[src/rtl/serdes_pkg.sv]
// Shared types and width helpers for the AXIS beat packer and its matching unpacker.
package serdes_pkg;

   typedef enum logic {
      FILL = 1'b0,
      HOLD = 1'b1
   } pack_state_e;

   localparam int DEFAULT_IN_WIDTH   = 8;
   localparam int DEFAULT_PACK_RATIO = 4;

   // Packed lanes plus one frame-end flag in the MSB.
   function automatic int fifo_width(input int in_width, input int pack_ratio);
      return in_width * pack_ratio + 1;
   endfunction

endpackage

[src/rtl/axis_fifo_writer.sv]
// AXI-Stream slave packing PACK_RATIO beats into one FIFO word with a frame-end flag in the MSB.
// Optional build macro AXIS_FIFO_WRITER_DROP_EN: tready tied high, beats seen while holding are counted on o_drops.
module axis_fifo_writer
   import serdes_pkg::*;
#(
   parameter int IN_WIDTH    = DEFAULT_IN_WIDTH,
   parameter int PACK_RATIO  = DEFAULT_PACK_RATIO,
   parameter int FRAME_CNT_W = 16,
   localparam int FIFO_WIDTH = fifo_width(IN_WIDTH, PACK_RATIO)
) (
   input  logic                   i_wclk,
   input  logic                   i_rst_n,
   input  logic [IN_WIDTH-1:0]    s_axis_tdata,
   input  logic                   s_axis_tvalid,
   input  logic                   s_axis_tlast,
   output logic                   s_axis_tready,
   output logic                   o_wr,
   output logic [FIFO_WIDTH-1:0]  o_wdata,
   input  logic                   i_wfull,
   output logic [FRAME_CNT_W-1:0] o_frames,
`ifdef AXIS_FIFO_WRITER_DROP_EN
   output logic [15:0]            o_drops,
`endif
   output logic                   o_busy
);

   localparam int CNT_W = $clog2(PACK_RATIO);
   localparam logic [CNT_W-1:0] CNT_MAX = CNT_W'(PACK_RATIO - 1);

   pack_state_e            state_q, state_d;
   logic [CNT_W-1:0]       cnt_q, cnt_d;
   logic [FIFO_WIDTH-1:0]  pack_q, pack_d;
   logic [FRAME_CNT_W-1:0] frames_q, frames_d;
`ifdef AXIS_FIFO_WRITER_DROP_EN
   logic [15:0]            drops_q, drops_d;
`endif

   always_ff @(posedge i_wclk or negedge i_rst_n) begin
      if (!i_rst_n) begin
         state_q  <= FILL;
         cnt_q    <= '0;
         pack_q   <= '0;
         frames_q <= '0;
`ifdef AXIS_FIFO_WRITER_DROP_EN
         drops_q  <= '0;
`endif
      end else begin
         state_q  <= state_d;
         cnt_q    <= cnt_d;
         pack_q   <= pack_d;
         frames_q <= frames_d;
`ifdef AXIS_FIFO_WRITER_DROP_EN
         drops_q  <= drops_d;
`endif
      end
   end

   always_comb begin
      state_d       = state_q;
      cnt_d         = cnt_q;
      pack_d        = pack_q;
      frames_d      = frames_q;
      s_axis_tready = 1'b0;
      o_wr          = 1'b0;
`ifdef AXIS_FIFO_WRITER_DROP_EN
      drops_d       = drops_q;
`endif

      case (state_q)
         FILL: begin
            s_axis_tready = 1'b1;
            if (s_axis_tvalid) begin
               for (int k = 0; k < PACK_RATIO; k++) begin
                  if (cnt_q == CNT_W'(k)) begin
                     pack_d[k*IN_WIDTH +: IN_WIDTH] = s_axis_tdata;
                  end
               end
               // A short frame closes the word early; unused upper lanes stay zero.
               if (cnt_q == CNT_MAX || s_axis_tlast) begin
                  pack_d[FIFO_WIDTH-1] = s_axis_tlast;
                  state_d              = HOLD;
                  cnt_d                = '0;
               end else begin
                  cnt_d = cnt_q + 1'b1;
               end
            end
         end
         HOLD: begin
            o_wr = !i_wfull;
            if (!i_wfull) begin
               state_d = FILL;
               pack_d  = '0;
               if (pack_q[FIFO_WIDTH-1]) begin
                  frames_d = frames_q + 1'b1;
               end
            end
`ifdef AXIS_FIFO_WRITER_DROP_EN
            if (s_axis_tvalid && drops_q != 16'hFFFF) begin
               drops_d = drops_q + 1'b1;
            end
`endif
         end
         default: begin
            state_d = FILL;
         end
      endcase

`ifdef AXIS_FIFO_WRITER_DROP_EN
      s_axis_tready = 1'b1;
`endif
   end

   assign o_wdata  = pack_q;
   assign o_frames = frames_q;
   assign o_busy   = (state_q == HOLD) || (cnt_q != '0);
`ifdef AXIS_FIFO_WRITER_DROP_EN
   assign o_drops  = drops_q;
`endif

endmodule

[config.mk]
export PLATFORM = sky130hd
export DESIGN_NAME = axis_fifo_writer
export DESIGN_NICKNAME = d
export VERILOG_FILES = /design/src/rtl/serdes_pkg.sv /design/src/rtl/axis_fifo_writer.sv
export SDC_FILE = /design/constraint.sdc
export NUM_CORES = 1
export LEC_CHECK = 0
export BUFFER_PORTS_ARGS = -buffer_cell sky130_fd_sc_hd__buf_4
export CAP_MARGIN = 25
export CORE_MARGIN = 2
export CORE_UTILIZATION = 45
export DETAILED_ROUTE_END_ITERATION = 10
export PLACE_DENSITY = 0.85
export SETUP_SLACK_MARGIN = 0.4
export SKIP_LAST_GASP = 1
export SYNTH_ARGS = -nofsm -noshare
export SYNTH_HDL_FRONTEND = slang
export SYNTH_SLANG_ARGS = --single-unit
[constraint.sdc]
create_clock -name i_wclk -period 1.3 [get_ports i_wclk]
set_input_delay 0.13 -clock i_wclk [delete_from_list [all_inputs] [get_ports i_wclk]]
set_output_delay 0.13 -clock i_wclk [all_outputs]
set_load 0.02 [all_outputs]
==> results.md, run 1 <==
* Initial Util at 46.0%
* Yosys warnings at 0
* Syn Area/Cell at 10.6 µm²
* Routability Congestion at 0.795
* H-tree Lvls at 2
* Grt ovf at 88
* Status: aborted with a tool error
* Root Driver: clkbuf_8
* GRT Total Usage at 79.0%
* Failed at: global routing (5_1_grt)
* Die Height at 73.0 µm
* Flop and latch count out of synthesis at 52
* FP Rows at 25
* Port bufs at 64
* Synthesized area at 2140 µm²
* Die W at 73.0 µm
* Initial antenna violation count at 2
* Cells after Synth at 202
* Post-GRT worst EP: o_frames[15]$_DFFE_PN0P_/D
* Sinks on the clock net at 52
* Ports at 65
* Largest net degree at the start of global routing at 33
* Worst ep type: register data pin
* Post-Syn Nets at 220
* CTS Buf Count at 5
* Err: [ERROR GRT-0232] Routing congestion too high. Check the congestion heatmap in the GUI.
* CTS Buffer Depth at 2
* Distinct cell type count after synthesis at 23
* Register area share after synthesis at 60.7%
* Detailed placer's ending HPWL at 3790 µm
## synth_stat cells
cell type  number  area (µm²)
ha_1            5        62.6
nand4_1         2        12.5
xnor2_1        11        96.3
nand2_1        17        63.8
nand3_1        39         195
nor4_4          1        21.3
clkbuf_1        1        3.75
buf_1           2        7.51
inv_1          13        48.8
o21ai_0        36         180
or2_2           1        6.26
xor2_1          4        35.0
a22oi_1         1        7.51
dfrtp_1        52        1300
nand3b_1        1        7.51
nor4_1          1        6.26
and2b_1         1        7.51
and4_1          1        8.76
buf_2           5        25.0
and3_1          2        12.5
mux2_2          1        11.3
nor2_1          4        15.0
nand2b_1        1        6.26
## stage by stage
step                      utilization [%]  worst slack [ns]  std cells  hold WS (ns)  cell area (µm²)
after floorplan                         -           -0.0476        202        -0.166             2320
after global placement               63.7           -0.0257        331        0.0188             2970
after detailed placement             63.7            -0.101        331        0.0200             2970
after CTS                            86.4           -0.0644        394        0.0606             4030
## metal layers
| layer | GRT usage, % | overflow |
|---|---|---|
| met1 | 78.5 | 0 |
| met4 | 90.5 | 38 |
| met2 | 96.7 | 50 |
| met5 | 9.09 | 0 |
| met3 | 57.2 | 0 |
## cells by family after synthesis
| group | synth area share, % |
|---|---|
| AND/OR/NAND/NOR | 16.9 |
| flip-flops | 60.7 |
| AO/OA/AOI/OAI | 8.76 |
| buffers and inverters | 3.97 |
| XOR/XNOR | 6.13 |
| adder cells (fa/ha/maj) | 2.92 |
| multiplexers | 0.526 |
## timing repair
action / CTS
hold buffers: 1
cloned: 4
pin swaps: 54
buffers inserted: 50
gates resized for setup: 113
setup endpoints to repair: 104
endpoints found under the hold margin: 52
==> run 2: changes to the inputs <==
Settings changed: CORE_UTILIZATION 45 to 40, PLACE_DENSITY 0.85 to unset, PLACE_DENSITY_LB_ADDON set to 0.15, SETUP_SLACK_MARGIN 0.4 to unset.
Clock period 1.3 ns to 1.69 ns, I/O delays scaled along.
==> run 2 against run 1 <==
  * The flow now finishes without violations
  * Synthesized cell count unchanged
  * Synthesized area unchanged
==> results.md, run 2 <==
* CTS tree: done
* Distinct cell type count after synthesis at 23
* Setup ws final at 0.121 ns
* Global-route wire length before repair at 7830 µm
* Die Footprint at 5960 µm²
* Register area share after synthesis at 60.7%
* Clk_skew at 0.00705 ns
* Max cap viols at 0
* PwrDens at 1470 nW/µm²
* DP Worst Slack at 0.173 ns
* DRT iter0 DRCs at 87
* Largest net degree at the start of global routing at 53
* Total number of vias at 1628
* Crit path from: state_q$_DFF_PN0_
* Syn Area/Cell at 10.6 µm²
* DR DRC count at 0
* Die W at 77.2 µm
* CTS Buf Count at 5
* Ys flop type: dfrtp_1
* Die Height at 77.2 µm
* Worst-Margin Slew at 0.639 ns
* Max Slew Vio Count at 0
* Status: finished, final reports clean
* Detailed placer's ending HPWL at 3270 µm
* H-tree Lvls at 2
* Most frequent cell after synthesis: dfrtp_1
* RSZ-0062 raised after global routing: true
* P_leak at 0.00146 µW
* Max reg flops at 33
* Post-synth top cells: dfrtp_1 (52), nand3_1 (39), o21ai_0 (36), nand2_1 (17), inv_1 (13)
* Final Critical Period at 1.57 ns
* DR WL/cell at 13.5 µm
* Area leader, netlist: dfrtp_1
* Worst Setup End Kind: output port
* Drt via density at 4.79
* F_max at 637 MHz
* Sinks on the clock net at 52
* CTS Buffer Depth at 2
* Max_slew headroom at 57.4%
* Drt first pass iters at 4
* Cells after Synth at 202
* Crit start category: register
* Synth top area share at 60.7%
* Hold Crit Class: in2reg
* Final ANT Viol Nets at 0
* Async S/R FF share, synth at 100%
* Core Footprint at 5140 µm²
* Port bufs at 64
* Final layout net count at 287
* Worst-Skew Late Latency at 0.30 ns
* Worst Path Arrival at 1.40 ns
* Vias in the first global route at 1599
* Root Driver: clkbuf_8
* WS Path Type: reg2out
* Final hold viol count at 0
* Final Instance Count excl. Fillers at 340
* Critical-path maximum fanout at 33
* Worst Hold Margin at 0.101 ns
* Area growth, synth to finish at 32.7%
* Grt ovf at 0
* Final core utilization at 55.3%
* Ports at 65
* VDD IR-drop max at 0.000735 V
* Initial antenna violation count at 0
* Hold Path Origin: i_wfull
* Routed wire length at 4580 µm
* Yosys warnings at 0
* Flop and latch count out of synthesis at 52
* Share of cells above drive strength 1 at 29.3%
* Synthesized area at 2140 µm²
* Critical R2R Launch: state_q$_DFF_PN0_
* Initial Util at 41.7%
* Dpl cells at 331
* FP Rows at 26
* Post-Syn Nets at 220
* Post-synth EDFFs at 0
* Inserted Diodes at 0
* # setup viols final at 0
* GRT Total Usage at 16.5%
* Fin crit share at 92.8%
* Setup TNS at 0 ns
* Synth top area cells: dfrtp_1 (61%), nand3_1 (9.1%), o21ai_0 (8.4%), xnor2_1 (4.5%), nand2_1 (3.0%)
* CTS clk-pin slew, worst paths at 0.09 ns
* CP required at 1.52 ns
* Commonest cells after routing, fill and taps aside: buf_4 (66), dfrtp_1 (52), nand3_1 (39)
* Routability Congestion at 0.789
* FILL cells at 493
* Commonest non-fill, non-tap cell in the layout: buf_4
-- run 2: area by class of cell --
class | instances | area (µm²) | share of cell area [%]
flip-flops and latches | 52 | 1300 | 45.8
multi-input cells | 129 | 763 | 26.8
repair buffers | 68 | 520 | 18.3
well taps | 70 | 87.6 | 3.08
clock buffers | 6 | 82.6 | 2.90
inverters | 13 | 48.8 | 1.72
clock inverters | 2 | 38.8 | 1.36
-- run 2: kinds of logic after synthesis --
group / after synthesis / synth area share [%]
flops: 52 / 60.7
simple gates: 71 / 16.9
mux: 1 / 0.526
buf+inv: 21 / 3.97
compound gates: 37 / 8.76
xor+xnor: 15 / 6.13
fa+ha+maj: 5 / 2.92
-- run 2: critical path, stage by stage, from the launching register on --
cell      delay, ns
dfrtp_1        0.48
nand2b_4       0.14
buf_8          0.22
inv_1          0.10
buf_4          0.17
-- run 2: path summary, 6_finish.rpt --
| check | end | slack, ns | cells after the start |
|---|---|---|---|
| max in group asynchronous | o_wdata[28]$_DFFE_PN0P_ | 0.83 | 2 |
| max | o_wr | 0.12 | 4 |
| min | state_q$_DFF_PN0_ | 0.10 | 3 |
| max reg2reg | o_wdata[2]$_DFFE_PN0P_ | 0.15 | 4 |
| min reg2reg | o_frames[15]$_DFFE_PN0P_ | 0.49 | 1 |
| min in group asynchronous | o_frames[10]$_DFFE_PN0P_ | 0.43 | 2 |
-- run 2: repair_timing --
item | in CTS | in global routing
resized for setup | 3 | 0
cloned | 0 | 0
hold buffers | 1 | 0
endpoints found under the hold margin | 52 | 0
setup buffers | 0 | 0
setup endpoints to repair | 1 | 14
-- run 2: report_power, final --
group,switching [µW],total (µW),internal (µW)
registers,242,1820,1570
logic,855,1480,628
clock network,400,884,484
total,1500,4180,2690
-- run 2: routing by layer --
| layer | vias up | share of wire, % | track usage [%] |
|---|---|---|---|
| met5 | - | 0 | 0 |
| met3 | 8 | 5.1 | 4.24 |
| met1 | 757 | 49 | 23.3 |
| met4 | 0 | 1.4 | 5.89 |
| li1 | 817 | - | - |
| met2 | 46 | 44 | 24.6 |
-- run 2: per-stage QoR --
step	instance area [µm²]	total power, µW
floorplan	2140	2610
global placement	2700	3310
detailed placement	2700	3330
CTS	2840	4230
global route	2840	4470
finish	2840	4180
(Power assumes the default switching activity.)
